### config.mk
export PLATFORM = sky130hd
export DESIGN_NAME = uart_fifo_ctrl_flat
export DESIGN_NICKNAME = d
export VERILOG_FILES = /design/src/rtl/uart_fifo_ctrl_if.sv /design/src/rtl/uart_fifo_ctrl.sv /design/src/flat_wrapper.sv
export SDC_FILE = /design/constraint.sdc
export NUM_CORES = 1
export LEC_CHECK = 0
export BUFFER_PORTS_ARGS = -buffer_cell sky130_fd_sc_hd__buf_2
export CAP_MARGIN = 30
export CORE_UTILIZATION = 50
export CTS_CLUSTER_DIAMETER = 40
export DETAILED_ROUTE_END_ITERATION = 10
export PLACE_DENSITY = 0.68
export SETUP_SLACK_MARGIN = 0.1
export SLEW_MARGIN = 15
export SYNTH_ARGS = -nofsm -noshare
export SYNTH_HDL_FRONTEND = slang
export SYNTH_SLANG_ARGS = --single-unit
### constraint.sdc
create_clock -name clk -period 3.5 [get_ports clk]
set_clock_uncertainty 0.05 [all_clocks]
set_input_delay 0.175 -clock clk [delete_from_list [all_inputs] [get_ports clk]]
set_output_delay 0.175 -clock clk [all_outputs]
set_load 0.02 [all_outputs]
### src/rtl/uart_fifo_ctrl_if.sv
`default_nettype none
// ==================================================================
// uart_fifo_ctrl_if : CPU-side handshakes and serial pins of the UART
// Rev 1.0
// ==================================================================
interface uart_fifo_ctrl_if #(
   parameter int RX_FIFO_DEPTH = 4
);
   localparam int CW = $clog2(RX_FIFO_DEPTH) + 1;

   logic [7:0]    tx_data;
   logic          tx_valid;
   logic          tx_ready;
   logic          tx_busy;
   logic          tx;
   logic          rx;
   logic [7:0]    rx_data;
   logic          rx_perr;
   logic          rx_ferr;
   logic          rx_valid;
   logic          rx_ready;
   logic [CW-1:0] rx_count;
   logic          rx_overrun;
   logic          err_clear;
   logic          cts_n;
   logic          rts_n;

   modport master (
      output tx_data, tx_valid, rx, rx_ready, err_clear, cts_n,
      input  tx_ready, tx_busy, tx, rx_data, rx_perr, rx_ferr, rx_valid,
             rx_count, rx_overrun, rts_n
   );

   modport slave (
      input  tx_data, tx_valid, rx, rx_ready, err_clear, cts_n,
      output tx_ready, tx_busy, tx, rx_data, rx_perr, rx_ferr, rx_valid,
             rx_count, rx_overrun, rts_n
   );
endinterface
`default_nettype wire

### src/rtl/uart_fifo_ctrl.sv
`default_nettype none
// ==================================================================
// uart_fifo_ctrl : parametrised UART transceiver with FWFT receive FIFO.
// Optional macro UART_FLOW_CTRL_EN enables cts_n/rts_n flow control. Rev 1.0
// ==================================================================
module uart_fifo_ctrl #(
   parameter int CLK_DIV       = 1250,
   parameter int DATA_BITS     = 8,
   parameter int PARITY        = 0,
   parameter int STOP_BITS     = 1,
   parameter int RX_FIFO_DEPTH = 4
) (
   input  wire logic        clk,
   input  wire logic        rst,
   uart_fifo_ctrl_if.slave  bus
);
   localparam int AW = $clog2(RX_FIFO_DEPTH);
   localparam int CW = AW + 1;

   localparam logic [12:0]   c_bit_last  = 13'(CLK_DIV - 1);
   localparam logic [12:0]   c_half_last = 13'(CLK_DIV / 2 - 1);
   localparam logic [12:0]   c_stop_last = 13'(STOP_BITS * CLK_DIV - 1);
   localparam logic [2:0]    c_data_last = 3'(DATA_BITS - 1);
   localparam logic [7:0]    c_data_mask = 8'((1 << DATA_BITS) - 1);
   localparam logic          c_odd       = (PARITY == 2);
   localparam logic [CW-1:0] c_depth     = CW'(RX_FIFO_DEPTH);

   typedef enum logic [2:0] {
      S_IDLE   = 3'd0,
      S_START  = 3'd1,
      S_DATA   = 3'd2,
      S_PARITY = 3'd3,
      S_STOP   = 3'd4
   } state_e;

   // ---------------- transmitter ----------------
   state_e      tx_state_q, tx_state_d;
   logic [12:0] tx_cnt_q, tx_cnt_d;
   logic [2:0]  tx_bit_q, tx_bit_d;
   logic [7:0]  tx_shift_q, tx_shift_d;
   logic        tx_par_q, tx_par_d;
   logic        w_tx_line;
   logic        w_tx_ready;

`ifdef UART_FLOW_CTRL_EN
   assign w_tx_ready = (tx_state_q == S_IDLE) && !bus.cts_n;
`else
   logic w_unused_cts;
   assign w_unused_cts = bus.cts_n;
   assign w_tx_ready   = (tx_state_q == S_IDLE);
`endif

   always_comb begin
      tx_state_d = tx_state_q;
      tx_cnt_d   = tx_cnt_q;
      tx_bit_d   = tx_bit_q;
      tx_shift_d = tx_shift_q;
      tx_par_d   = tx_par_q;
      w_tx_line  = 1'b1;
      case (tx_state_q)
         S_IDLE: begin
            if (bus.tx_valid && w_tx_ready) begin
               tx_shift_d = bus.tx_data & c_data_mask;
               tx_par_d   = (^(bus.tx_data & c_data_mask)) ^ c_odd;
               tx_cnt_d   = '0;
               tx_state_d = S_START;
            end
         end
         S_START: begin
            w_tx_line = 1'b0;
            if (tx_cnt_q == c_bit_last) begin
               tx_cnt_d   = '0;
               tx_bit_d   = '0;
               tx_state_d = S_DATA;
            end else begin
               tx_cnt_d = tx_cnt_q + 13'd1;
            end
         end
         S_DATA: begin
            w_tx_line = tx_shift_q[0];
            if (tx_cnt_q == c_bit_last) begin
               tx_cnt_d   = '0;
               tx_shift_d = {1'b0, tx_shift_q[7:1]};
               if (tx_bit_q == c_data_last) begin
                  tx_state_d = (PARITY != 0) ? S_PARITY : S_STOP;
               end else begin
                  tx_bit_d = tx_bit_q + 3'd1;
               end
            end else begin
               tx_cnt_d = tx_cnt_q + 13'd1;
            end
         end
         S_PARITY: begin
            w_tx_line = tx_par_q;
            if (tx_cnt_q == c_bit_last) begin
               tx_cnt_d   = '0;
               tx_state_d = S_STOP;
            end else begin
               tx_cnt_d = tx_cnt_q + 13'd1;
            end
         end
         S_STOP: begin
            // one continuous stop interval covers both stop bits
            if (tx_cnt_q == c_stop_last) begin
               tx_cnt_d   = '0;
               tx_state_d = S_IDLE;
            end else begin
               tx_cnt_d = tx_cnt_q + 13'd1;
            end
         end
         default: tx_state_d = S_IDLE;
      endcase
   end

   always_ff @(posedge clk) begin
      if (rst) begin
         tx_state_q <= S_IDLE;
         tx_cnt_q   <= '0;
         tx_bit_q   <= '0;
         tx_shift_q <= '0;
         tx_par_q   <= 1'b0;
      end else begin
         tx_state_q <= tx_state_d;
         tx_cnt_q   <= tx_cnt_d;
         tx_bit_q   <= tx_bit_d;
         tx_shift_q <= tx_shift_d;
         tx_par_q   <= tx_par_d;
      end
   end

   assign bus.tx       = w_tx_line;
   assign bus.tx_ready = w_tx_ready;
   assign bus.tx_busy  = (tx_state_q != S_IDLE);

   // ---------------- receiver ----------------
   logic        rx_s1_q, rx_s2_q;
   state_e      rx_state_q, rx_state_d;
   logic [12:0] rx_cnt_q, rx_cnt_d;
   logic [2:0]  rx_bit_q, rx_bit_d;
   logic [7:0]  rx_shift_q, rx_shift_d;
   logic        rx_perr_q, rx_perr_d;
   logic        w_push;
   logic        w_ferr;

   always_comb begin
      rx_state_d = rx_state_q;
      rx_cnt_d   = rx_cnt_q;
      rx_bit_d   = rx_bit_q;
      rx_shift_d = rx_shift_q;
      rx_perr_d  = rx_perr_q;
      w_push     = 1'b0;
      w_ferr     = 1'b0;
      case (rx_state_q)
         S_IDLE: begin
            if (!rx_s2_q) begin
               rx_cnt_d   = '0;
               rx_shift_d = '0;
               rx_perr_d  = 1'b0;
               rx_state_d = S_START;
            end
         end
         S_START: begin
            if (rx_cnt_q == c_half_last) begin
               rx_cnt_d   = '0;
               rx_bit_d   = '0;
               rx_state_d = rx_s2_q ? S_IDLE : S_DATA;
            end else begin
               rx_cnt_d = rx_cnt_q + 13'd1;
            end
         end
         S_DATA: begin
            if (rx_cnt_q == c_bit_last) begin
               rx_cnt_d             = '0;
               rx_shift_d[rx_bit_q] = rx_s2_q;
               if (rx_bit_q == c_data_last) begin
                  rx_state_d = (PARITY != 0) ? S_PARITY : S_STOP;
               end else begin
                  rx_bit_d = rx_bit_q + 3'd1;
               end
            end else begin
               rx_cnt_d = rx_cnt_q + 13'd1;
            end
         end
         S_PARITY: begin
            if (rx_cnt_q == c_bit_last) begin
               rx_cnt_d   = '0;
               rx_perr_d  = rx_s2_q ^ (^rx_shift_q) ^ c_odd;
               rx_state_d = S_STOP;
            end else begin
               rx_cnt_d = rx_cnt_q + 13'd1;
            end
         end
         S_STOP: begin
            // leave immediately after the first stop sample to catch the next start edge
            if (rx_cnt_q == c_bit_last) begin
               rx_cnt_d   = '0;
               w_ferr     = !rx_s2_q;
               w_push     = 1'b1;
               rx_state_d = S_IDLE;
            end else begin
               rx_cnt_d = rx_cnt_q + 13'd1;
            end
         end
         default: rx_state_d = S_IDLE;
      endcase
   end

   always_ff @(posedge clk) begin
      if (rst) begin
         rx_s1_q    <= 1'b1;
         rx_s2_q    <= 1'b1;
         rx_state_q <= S_IDLE;
         rx_cnt_q   <= '0;
         rx_bit_q   <= '0;
         rx_shift_q <= '0;
         rx_perr_q  <= 1'b0;
      end else begin
         rx_s1_q    <= bus.rx;
         rx_s2_q    <= rx_s1_q;
         rx_state_q <= rx_state_d;
         rx_cnt_q   <= rx_cnt_d;
         rx_bit_q   <= rx_bit_d;
         rx_shift_q <= rx_shift_d;
         rx_perr_q  <= rx_perr_d;
      end
   end

   // ---------------- receive FIFO ----------------
   logic [9:0]    mem_q [RX_FIFO_DEPTH];
   logic [9:0]    mem_d [RX_FIFO_DEPTH];
   logic [AW-1:0] wr_ptr_q, wr_ptr_d;
   logic [AW-1:0] rd_ptr_q, rd_ptr_d;
   logic [CW-1:0] rx_count_q, rx_count_d;
   logic          rx_overrun_q, rx_overrun_d;
   logic          w_pop;
   logic          w_full;
   logic          w_push_ok;
   logic [9:0]    w_head;

   assign w_full    = (rx_count_q == c_depth);
   assign w_pop     = (rx_count_q != '0) && bus.rx_ready;
   assign w_push_ok = w_push && (!w_full || w_pop);
   assign w_head    = mem_q[rd_ptr_q];

   always_comb begin
      mem_d        = mem_q;
      wr_ptr_d     = wr_ptr_q;
      rd_ptr_d     = rd_ptr_q;
      rx_count_d   = rx_count_q;
      rx_overrun_d = rx_overrun_q;
      if (w_push_ok) begin
         mem_d[wr_ptr_q] = {w_ferr, rx_perr_q, rx_shift_q};
         wr_ptr_d        = wr_ptr_q + 1'b1;
      end
      if (w_pop) begin
         rd_ptr_d = rd_ptr_q + 1'b1;
      end
      case ({w_push_ok, w_pop})
         2'b10:   rx_count_d = rx_count_q + 1'b1;
         2'b01:   rx_count_d = rx_count_q - 1'b1;
         default: rx_count_d = rx_count_q;
      endcase
      if (w_push && !w_push_ok) begin
         rx_overrun_d = 1'b1;
      end else if (bus.err_clear) begin
         rx_overrun_d = 1'b0;
      end
   end

   always_ff @(posedge clk) begin
      if (rst) begin
         mem_q        <= '{default: '0};
         wr_ptr_q     <= '0;
         rd_ptr_q     <= '0;
         rx_count_q   <= '0;
         rx_overrun_q <= 1'b0;
      end else begin
         mem_q        <= mem_d;
         wr_ptr_q     <= wr_ptr_d;
         rd_ptr_q     <= rd_ptr_d;
         rx_count_q   <= rx_count_d;
         rx_overrun_q <= rx_overrun_d;
      end
   end

   assign bus.rx_data    = w_head[7:0];
   assign bus.rx_perr    = w_head[8];
   assign bus.rx_ferr    = w_head[9];
   assign bus.rx_valid   = (rx_count_q != '0);
   assign bus.rx_count   = rx_count_q;
   assign bus.rx_overrun = rx_overrun_q;

`ifdef UART_FLOW_CTRL_EN
   localparam logic [CW-1:0] c_rts_level = CW'(RX_FIFO_DEPTH - 1);
   logic rts_n_q, rts_n_d;

   assign rts_n_d = (rx_count_q >= c_rts_level);

   always_ff @(posedge clk) begin
      if (rst) begin
         rts_n_q <= 1'b0;
      end else begin
         rts_n_q <= rts_n_d;
      end
   end

   assign bus.rts_n = rts_n_q;
`else
   assign bus.rts_n = 1'b0;
`endif

endmodule
`default_nettype wire

### src/flat_wrapper.sv
// flat-port wrapper written by rule: the top's interface ports become plain ports
module uart_fifo_ctrl_flat 
#(
   parameter int CLK_DIV       = 1250,
   parameter int DATA_BITS     = 8,
   parameter int PARITY        = 0,
   parameter int STOP_BITS     = 1,
   parameter int RX_FIFO_DEPTH = 4
)
  (clk, rst, bus_tx_data, bus_tx_valid, bus_rx, bus_rx_ready, bus_err_clear, bus_cts_n, bus_tx_ready, bus_tx_busy, bus_tx, bus_rx_data, bus_rx_perr, bus_rx_ferr, bus_rx_valid, bus_rx_count, bus_rx_overrun, bus_rts_n);
  uart_fifo_ctrl_if #(.RX_FIFO_DEPTH(RX_FIFO_DEPTH)) bus_i ();
  input  wire logic clk;
  input  wire logic rst;
  input wire logic [$bits(bus_i.tx_data)-1:0] bus_tx_data;
  input wire logic [$bits(bus_i.tx_valid)-1:0] bus_tx_valid;
  input wire logic [$bits(bus_i.rx)-1:0] bus_rx;
  input wire logic [$bits(bus_i.rx_ready)-1:0] bus_rx_ready;
  input wire logic [$bits(bus_i.err_clear)-1:0] bus_err_clear;
  input wire logic [$bits(bus_i.cts_n)-1:0] bus_cts_n;
  output wire logic [$bits(bus_i.tx_ready)-1:0] bus_tx_ready;
  output wire logic [$bits(bus_i.tx_busy)-1:0] bus_tx_busy;
  output wire logic [$bits(bus_i.tx)-1:0] bus_tx;
  output wire logic [$bits(bus_i.rx_data)-1:0] bus_rx_data;
  output wire logic [$bits(bus_i.rx_perr)-1:0] bus_rx_perr;
  output wire logic [$bits(bus_i.rx_ferr)-1:0] bus_rx_ferr;
  output wire logic [$bits(bus_i.rx_valid)-1:0] bus_rx_valid;
  output wire logic [$bits(bus_i.rx_count)-1:0] bus_rx_count;
  output wire logic [$bits(bus_i.rx_overrun)-1:0] bus_rx_overrun;
  output wire logic [$bits(bus_i.rts_n)-1:0] bus_rts_n;
  assign bus_i.tx_data = bus_tx_data;
  assign bus_i.tx_valid = bus_tx_valid;
  assign bus_i.rx = bus_rx;
  assign bus_i.rx_ready = bus_rx_ready;
  assign bus_i.err_clear = bus_err_clear;
  assign bus_i.cts_n = bus_cts_n;
  assign bus_tx_ready = bus_i.tx_ready;
  assign bus_tx_busy = bus_i.tx_busy;
  assign bus_tx = bus_i.tx;
  assign bus_rx_data = bus_i.rx_data;
  assign bus_rx_perr = bus_i.rx_perr;
  assign bus_rx_ferr = bus_i.rx_ferr;
  assign bus_rx_valid = bus_i.rx_valid;
  assign bus_rx_count = bus_i.rx_count;
  assign bus_rx_overrun = bus_i.rx_overrun;
  assign bus_rts_n = bus_i.rts_n;
  uart_fifo_ctrl #(.CLK_DIV(CLK_DIV), .DATA_BITS(DATA_BITS), .PARITY(PARITY), .STOP_BITS(STOP_BITS), .RX_FIFO_DEPTH(RX_FIFO_DEPTH)) u_core (.clk(clk), .rst(rst), .bus(bus_i));
endmodule
==> metrics <==
core footprint=10400 sq um; detailed placement HPWL=7.72 mm; Rel. slew slack=41.7%; Synth Instances=600; vias in the first global route=4171; sequential share of the synthesized area=39.2%; top-area cell type share of the netlist area=39.2%; slew at the pin with the worst max-slew slack=0.871 ns; Most Crowded Layer GR=met2; status=completed; GR Overflow Total=0; die width=106 um; count of state elements after synthesis=106; main flop type after synthesis=dfxtp_1; WP data required=3.75 ns; CP endpoint kind=flip-flop; pwr/cell area=385 nW/um^2; fin util=56.4%; Synth area leaders=dfxtp_1 39%, mux2i_1 8.1%, nor2_1 5.5%, xnor2_1 4.4%, mux4_2 4.2%; WP data arrival=3.10 ns; asr flop ratio synth=0%; global-route wire length before repair=19.2 mm; CP max stage delay=0.71 ns; Synth area leader=dfxtp_1; setup tns final=0 ns; total number of vias=4322; Syn Std Cell Area=5420 sq um; initial core utilization=52.0%; Fmax=0.352 GHz; largest net degree at the start of global routing=34; CP Cell Sequence=or3_1, nor4_2, nand3_1, or2_2, a21oi_1; Worst path top cell family by delay=simple AND/OR/NAND/NOR gates; CP startpoint=u_core.rx_cnt_q[3]; CTS H-Tree Depth=3; RSZ-0062 raised after global routing=false; Vias/cell=5.72; setup bufs post-CTS=0; ANT cells=0; DRC=0; IO buf count=31; row cnt=37; syn_nets=630; GR Util met3=3.99%; initial antenna violation count=0; Pre-antenna DRT Iters=4; chip height=106 um; Worst IR Drop VDD=0.293 mV; met2 GRT Util=35.5%; maxcap violations=0; Root Driver=clkbuf_8; I/O pin total=34; syn avg cell area=9.03 sq um; Setup violations, final=0; synthesis-to-layout area growth=8.41%; # nets final=645; Crit path buffers/inverters=0; Hold Worst Slack=0.109 ns; fin crit period=2.84 ns; FF-to-FF Start=u_core.rx_cnt_q[3]; worst hold start=bus_rx_ready; fraction of layout cells with a size suffix above 1=14.4%; GPL Wtd Cong=0.853; crit start category=flip-flop; synth unique cells=71; met1 Usage GRT=27.4%; Clock Pin Slew Worst Setup and Hold Paths=0.09 ns; pre-CTS setup slack=0.650 ns; Syn. warnings=0; max-slew violations=0; Post-synth EDFFs=0; Max FO, Critical Path=11; total track usage=21.2%; DRT iter0 DRCs=339; CTS Buffer Depth=2; Total Die Area=11300 sq um; wire per inst=14.8 um; LEAKAGE=2.32 nW; class of the worst hold path=primary input to flip-flop; count of final hold-check violations=0; total CTS buffers=9; worst setup margin=0.656 ns; clk sinks=106; Worst Setup Path Type=flip-flop to flip-flop; drt total wl=11.2 mm; worst-skew pair later-pin latency=0.37 ns; Slowest cell on crit path=nand3_1; post-route ant nets=0; CTS tree=yes; period utilisation layout=81.3%
## cells in the final DEF, fill, tap and decap left out, types with 4 or more instances in the layout
master      n
nor2_1     79
or3_1       7
ha_1       14
and2_1      6
buf_4       9
buf_2      31
clkbuf_8    9
xor2_1      8
mux2i_1    44
nand4_1     9
or2_2       9
nor3_1     16
o31ai_1     6
xnor2_1    27
nand3_1    22
o22ai_1     4
a311oi_1    4
inv_1      24
a21oi_1    31
o21ai_0    21
dfxtp_1   106
nor4_1      4
nand2b_1    8
a311o_1     5
mux4_2     10
nand2_1    34
## worst paths after layout
check,endpoint,slack [ns],cells past startpoint
setup / recovery,u_core.mem_q[19],0.66,5
hold reg to reg,u_core.rx_s2_q,0.37,1
hold / removal,u_core.bus.rx_overrun,0.11,4
setup reg to reg,u_core.mem_q[19],0.66,5
## Yosys cell counts (3+ instances only)
cell type / count
o22ai_1: 4
or2_2: 9
nand3_1: 22
buf_2: 4
nor4_1: 4
and3_1: 3
xnor2_1: 27
xor2_1: 8
and2_1: 6
a311oi_1: 4
ha_1: 14
nor2_1: 79
a21oi_1: 31
a311oi_2: 3
nor3b_1: 3
nand2_1: 34
a31o_2: 3
nor3_1: 16
clkbuf_1: 26
nand2b_1: 8
dfxtp_1: 106
a311o_1: 5
a211oi_1: 3
o31ai_1: 6
o21ai_0: 21
mux4_2: 10
mux2i_1: 44
or3_1: 7
inv_1: 24
nand4_1: 9
buf_6: 3
## final cells by class
cell class / instances / area [sq um]
clock buffer: 10 / 128
clock inverter: 6 / 105
fill: 940 / 4540
inverter: 24 / 90.1
multi-input combinational: 431 / 3010
sequential: 106 / 2120
tap: 136 / 170
timing repair buffer: 43 / 253
## power by group
part	internal, mW	switching [mW]	total (mW)	leakage (nW)
registers	1.22	0.0170	1.24	0.857
clock network	0.472	0.402	0.874	0.120
logic	0.0584	0.0890	0.147	1.34
## worst register-to-register path: stages, from the launching register on
cell     delay [ns]
dfxtp_1        0.39
or3_1          0.42
nor4_2         0.55
nand3_1        0.71
or2_2          0.53
a21oi_1        0.14
## layer usage
| metal | vias up | wire length (um) |
|---|---|---|
| met3 | 17 | 388 |
| met2 | 80 | 5410 |
| met5 | - | 0 |
| met1 | 2075 | 5190 |
| met4 | 0 | 170 |
| li1 | 2150 | - |
## sequential cells by signal (all words and copies together), names as in the netlist, 2 cells and up
name and flops:
u_core.wr_ptr_q 2, u_core.rx_state_q 3, u_core.tx_cnt_q 13, u_core.mem_q 40, u_core.tx_state_q 3, u_core.rx_bit_q 3
u_core.rx_shift_q 8, u_core.rd_ptr_q 2, u_core.tx_bit_q 3, u_core.rx_cnt_q 13, u_core.bus.rx_count 3, u_core.tx_shift_q 8
## logic make-up after synthesis
logic type	share of synthesized area [%]
simple gates	20.3
flops	39.2
compound gates	13.3
buf+inv	5.36
mux	12.5
xor+xnor	5.66
fa+ha+maj	3.60
other cells	0.0692
## metrics by stage
| stage | power (mW) | instance area (sq um) | instances |
|---|---|---|---|
| CTS | 2.29 | 5870 | 755 |
| global route | 2.36 | 5870 | 756 |
| floorplan | 1.37 | 5420 | 600 |
| finish | 2.26 | 5870 | 756 |
| global placement | 1.40 | 5600 | 736 |
| detailed placement | 1.41 | 5600 | 736 |
## what timing repair did
action	4_1_cts	5_1_grt
hold buffers	3	0
hold endpoints to repair	3	0
resized for setup	0	0
Power figures use the tool's default switching activity.
